### config.mk
export PLATFORM = sky130hd
export DESIGN_NAME = w_writeback_stage
export DESIGN_NICKNAME = d
export VERILOG_FILES = /design/src/rtl/w_writeback_stage.sv
export SDC_FILE = /design/constraint.sdc
export NUM_CORES = 1
export LEC_CHECK = 0
export ABC_AREA = 1
export CELL_PAD_IN_SITES_DETAIL_PLACEMENT = 1
export CELL_PAD_IN_SITES_GLOBAL_PLACEMENT = 1
export CORE_UTILIZATION = 35
export CTS_CLUSTER_DIAMETER = 200
export DETAILED_ROUTE_END_ITERATION = 7
export GPL_TIMING_DRIVEN = 0
export PLACE_DENSITY_LB_ADDON = 0.12
export SLEW_MARGIN = 30
export SYNTH_ARGS = -nofsm -noshare
export SYNTH_HDL_FRONTEND = slang
export SYNTH_SLANG_ARGS = --single-unit
### constraint.sdc
create_clock -name clk -period 6 [get_ports clk]
set_input_delay 1.2 -clock clk [delete_from_list [all_inputs] [get_ports clk]]
set_output_delay 1.2 -clock clk [all_outputs]
set_load 0.005 [all_outputs]
### src/rtl/w_writeback_stage.sv
// M/W pipeline register and GRF write-back formation for the P6 MIPS pipeline.
// Also the W-level forwarding source for the hazard unit.
module w_writeback_stage #(
  parameter logic [31:0] RESET_PC = 32'h0000_3000
) (
  input  logic        clk,
  input  logic        reset,
  input  logic        en,
  input  logic        flush,
  input  logic [31:0] M_PC,
  input  logic [4:0]  M_A3,
  input  logic        M_RegWrite,
  input  logic [1:0]  M_WDSel,
  input  logic [31:0] M_ALUOut,
  input  logic [31:0] M_DMRD,
  input  logic [2:0]  M_LoadType,
  output logic [4:0]  W_A3,
  output logic [31:0] W_WD3,
  output logic        W_WE,
  output logic [31:0] W_PC,
  output logic [31:0] W_WriteCnt
);

  typedef enum logic [1:0] {WD_ALU = 2'd0, WD_MEM = 2'd1, WD_LINK = 2'd2, WD_RSVD = 2'd3} wdsel_e;
  typedef enum logic [2:0] {LD_LW = 3'd0, LD_LB = 3'd1, LD_LBU = 3'd2, LD_LH = 3'd3, LD_LHU = 3'd4} load_e;

  logic [31:0] pc_q, pc_d;
  logic [4:0]  a3_q, a3_d;
  logic        rw_q, rw_d;
  logic [1:0]  sel_q, sel_d;
  logic [31:0] alu_q, alu_d;
  logic [31:0] dmrd_q, dmrd_d;
  logic [2:0]  lt_q, lt_d;
  logic [31:0] cnt_q, cnt_d;

  logic        we;
  logic [7:0]  ld_byte;
  logic [15:0] ld_half;
  logic [31:0] ld_data;

  // Flush wins over en; without either the W bundle simply holds.
  always_comb begin
    pc_d   = pc_q;
    a3_d   = a3_q;
    rw_d   = rw_q;
    sel_d  = sel_q;
    alu_d  = alu_q;
    dmrd_d = dmrd_q;
    lt_d   = lt_q;
    if (flush) begin
      pc_d   = RESET_PC;
      a3_d   = '0;
      rw_d   = 1'b0;
      sel_d  = '0;
      alu_d  = '0;
      dmrd_d = '0;
      lt_d   = '0;
    end else if (en) begin
      pc_d   = M_PC;
      a3_d   = M_A3;
      rw_d   = M_RegWrite;
      sel_d  = M_WDSel;
      alu_d  = M_ALUOut;
      dmrd_d = M_DMRD;
      lt_d   = M_LoadType;
    end
  end

  assign we = rw_q && (a3_q != '0);

  // Counted on every edge the W slot presents a write, held or not.
  always_comb begin
    cnt_d = cnt_q;
    if (we) cnt_d = cnt_q + 32'd1;
  end

  always_ff @(posedge clk or posedge reset) begin
    if (reset) begin
      pc_q   <= RESET_PC;
      a3_q   <= '0;
      rw_q   <= 1'b0;
      sel_q  <= '0;
      alu_q  <= '0;
      dmrd_q <= '0;
      lt_q   <= '0;
      cnt_q  <= '0;
    end else begin
      pc_q   <= pc_d;
      a3_q   <= a3_d;
      rw_q   <= rw_d;
      sel_q  <= sel_d;
      alu_q  <= alu_d;
      dmrd_q <= dmrd_d;
      lt_q   <= lt_d;
      cnt_q  <= cnt_d;
    end
  end

  always_comb begin
    ld_byte = dmrd_q[7:0];
    case (alu_q[1:0])
      2'd0:    ld_byte = dmrd_q[7:0];
      2'd1:    ld_byte = dmrd_q[15:8];
      2'd2:    ld_byte = dmrd_q[23:16];
      default: ld_byte = dmrd_q[31:24];
    endcase
    ld_half = alu_q[1] ? dmrd_q[31:16] : dmrd_q[15:0];
    case (load_e'(lt_q))
      LD_LB:   ld_data = {{24{ld_byte[7]}}, ld_byte};
      LD_LBU:  ld_data = {24'h0, ld_byte};
      LD_LH:   ld_data = {{16{ld_half[15]}}, ld_half};
      LD_LHU:  ld_data = {16'h0, ld_half};
      default: ld_data = dmrd_q;
    endcase
  end

  always_comb begin
    W_WD3 = '0;
    case (wdsel_e'(sel_q))
      WD_ALU:  W_WD3 = alu_q;
      WD_MEM:  W_WD3 = ld_data;
      WD_LINK: W_WD3 = pc_q + 32'd8;
      default: W_WD3 = '0;
    endcase
  end

  assign W_A3       = a3_q;
  assign W_WE       = we;
  assign W_PC       = pc_q;
  assign W_WriteCnt = cnt_q;

endmodule

==> results.yml <==
critical_path:
  r2r_cells: 7
  r2r-end: "W_WriteCnt[26]"
  path_buf_inv: 1
  cp_data_arrival_time_ns: 3.05
  cpPeakStageDelay_ns: 0.54
  reg2reg_slack_ns: 3.98
  critPathLaunchType: "register"
  critPathKind: "reg2out"
  cp_max_fo: 5
  r2r-start: "W_A3[1]"
  crit_required_ns: 4.80
  crit_chain: "ha_1 > nand2_1 > nor2_2 > nand2_1 > o21ai_0 > nand3_1 > nand3_1 > clkdlybuf4s50_1"
  crit_path_top_delay_cell: "clkdlybuf4s50_1"
  critPathCaptureType: "output port"
  cp_top_family: "simple AND/OR/NAND/NOR gates"
pwr:
  p_leak_uw: 0.00511
  p_comb_share_pct: 18.1
  intPower_uw: 1940
  power_frac_seq_pct: 38.7
  ir_drop_v: 0.000145
  power_uw: 2720
  clkPwrFrac_pct: 43.2
  netSwitchingPower_uw: 778
  powerDensity_mw_per_mm2: 236
  sw_frac_of_total_pct: 28.6
logic_synthesis:
  yosys_register_bits: 139
  yosysWarningCount: 0
  syn_inst: 1202
  post-synth-top-count-cell: "nand2_1"
  synth_common_cells: "nand2_1 (430), dfrtp_1 (137), inv_1 (135)"
  synth_top_area_share_pct: 41.3
  synth_top_area_cell: "dfrtp_1"
  netlist_area_mm2: 0.00831
  synth-main-ff-cell: "dfrtp_1"
  synth_edf_count: 0
  avgSynthCellArea_um2: 6.91
  synth.area.top_cells: "dfrtp_1 (41%), nand2_1 (19%), o21ai_0 (6.4%)"
  synth_cell_types: 38
  synth_nets: 1315
  synthArstFlopShare_pct: 100
  ys_seq_area_share_pct: 41.9
floorplanning:
  initial_core_util_pct: 35.5
  dieWidth_um: 156
  rows: 56
  core_area_mm2: 0.0234
  pin_count: 213
  dieHeight_um: 156
  die_area_mm2: 0.0244
global_routing:
  grt_pass1_wl_mm: 52.2
  grt_use_total_pct: 28.5
  overflow: 0
  grt_max_degree: 73
  antenna_found_initial: 1
  grt_pass1_vias: 9420
placement:
  routabilityCongestion: 0.916
  dp_hpwl_mm: 26.3
  portBuffers: 212
route:
  wire_per_inst_um: 19.1
  vias: 8955
  viasPerCell: 5.07
  remaining_drc_errors: 0
  routed_wl_mm: 33.7
  drtIter0Drc: 455
  firstDrtPassIters: 5
  ant_nets: 0
run_status:
  outcome: "complete, no violations"
cts:
  cts_num_sinks: 139
  cts_tree: "yes"
  cts_buffers: 17
  postCtsSetupRepairBufs: 0
  cts_max_level: 4
  insertion_delay_ns: 0.44
  hold_buffers: 0
  cts_buffer_depth: 2
  root_buffer: "clkbuf_16"
  cts_resized: 0
  clkTransAtPathRegs_ns: 0.06
final_layout:
  fin_nets: 1547
  area_growth_pct: 38.5
  num-fill-cells: 3012
  layout-drive-gt1-share_pct: 5.74
sta:
  fin_crit_sh_pct: 70.8
  max_slew_margin_pct: 51.4
  hold_viol_final: 0
  slew_violations: 0
  setup_violations: 0
  finalSetupTns_ns: 0
  rsz0062_at_grt: "false"
  clock_skew_ns: 0.0126
  fmax_ghz: 0.235
  min_period_ns: 4.25
  worst_pin_slew_ns: 0.728
job:
  cap_violations: 0
min_path:
  min-delay-start: "alu_q[28]"
  hold_end: "alu_q[28]"
  hold_path.class: "reg2reg"
  whs_path_depth: 1
[how the worst max path moves through the flow]
| stage | start | endpoint | slack [ns] | depth (start not counted) |
|---|---|---|---|---|
| 2_1_floorplan | reset | W_A3[0] | 1.08 | 1 |
| 3_3_place_gp | reset | W_PC[23] | -1.30 | 2 |
| 3_5_place_dp | W_PC[3] | W_WD3[23] | 2.26 | 10 |
| 4_1_cts | W_PC[3] | W_WD3[19] | 1.77 | 8 |
| 5_1_grt | W_PC[3] | W_WD3[19] | 1.56 | 8 |
| 6_report | W_PC[3] | W_WD3[19] | 1.75 | 8 |
[worst reg2reg max path, cell delays in order, from the launching register on]
cell and delay (ns):
dfrtp_1 0.40, nor2_1 0.31, nand4_1 0.25, nand2_2 0.32
inv_1 0.21, buf_2 0.23, nand2_1 0.09, o21ai_0 0.09
[metrics by stage]
step | std cells | util, % | worst slack, ns | hold slack, ns | cell area [µm²]
after floorplan | 1202 | - | 1.08 | 0.449 | 8310
after global placement | 1733 | 46.3 | -1.30 | 0.494 | 10800
after detailed placement | 1734 | 46.4 | 2.26 | 0.498 | 10900
after CTS | 1766 | 49.2 | 1.77 | 0.513 | 11500
after global routing | 1766 | 49.2 | 1.56 | 0.535 | 11500
final | 1767 | 49.2 | 1.75 | 0.511 | 11500
[layout by cell type (no fill, tap or decap), drive strengths merged, types with 2 or more instances in the layout]
cell type	instances
nor2	119
buf	20
clkdlybuf4s50	212
clkbuf	43
dfstp	2
a22oi	3
xor2	7
a22o	33
a21oi	9
nor3	4
nand3	112
bufinv	4
ha	2
o22ai	4
nand3b	7
o211ai	9
xnor2	8
inv	143
nand4	6
o21ai	113
nand2	435
dfrtp	137
clkinvlp	4
clkinv	5
[power by group through the flow]
stage | Clock, µW | Sequential [µW] | Combinational (µW)
after CTS | 1180 | 1050 | 496
after detailed placement | 0 | 1070 | 493
after global routing | 1220 | 1060 | 543
after floorplan | 0 | 1050 | 220
after global placement | 0 | 1070 | 481
final | 1170 | 1050 | 492
[logic make-up (layout without fill, tap and decap cells)]
group,after synthesis,after routing,share of synthesized area (%)
adder cells (fa/ha/maj),2,2,0.301
XOR/XNOR,15,15,1.58
flip-flops,139,139,41.9
other,0,1,0
buffers and inverters,186,431,9.01
AND/OR/NAND/NOR,685,685,34.6
AO/OA/AOI/OAI,175,175,12.6
[cell type report]
type	instances	area [µm²]	share of cell area, %
antenna	1	2.50	0.0217
clock inverter	13	190	1.65
tap	319	399	3.47
buffer	43	211	1.84
sequential	139	3480	30.2
multi-input combinational	877	4080	35.4
inverter	143	544	4.73
timing repair buffer	213	2150	18.7
clock buffer	19	453	3.94
[flip-flops by register name, indices dropped and copies added (netlist names)]
register	count
dmrd_q	32
W_WriteCnt	32
W_PC	32
rw_q	1
lt_q	3
alu_q	32
sel_q	2
W_A3	5
[per-layer routing]
layer	vias to the layer above	track usage [%]	wire (µm)
li1	4289	-	-
met1	4347	35.5	14800
met2	261	48.8	16200
met3	58	5.31	1730
met4	0	10.6	1000
met5	-	0	0
Power figures use the tool's default switching activity.
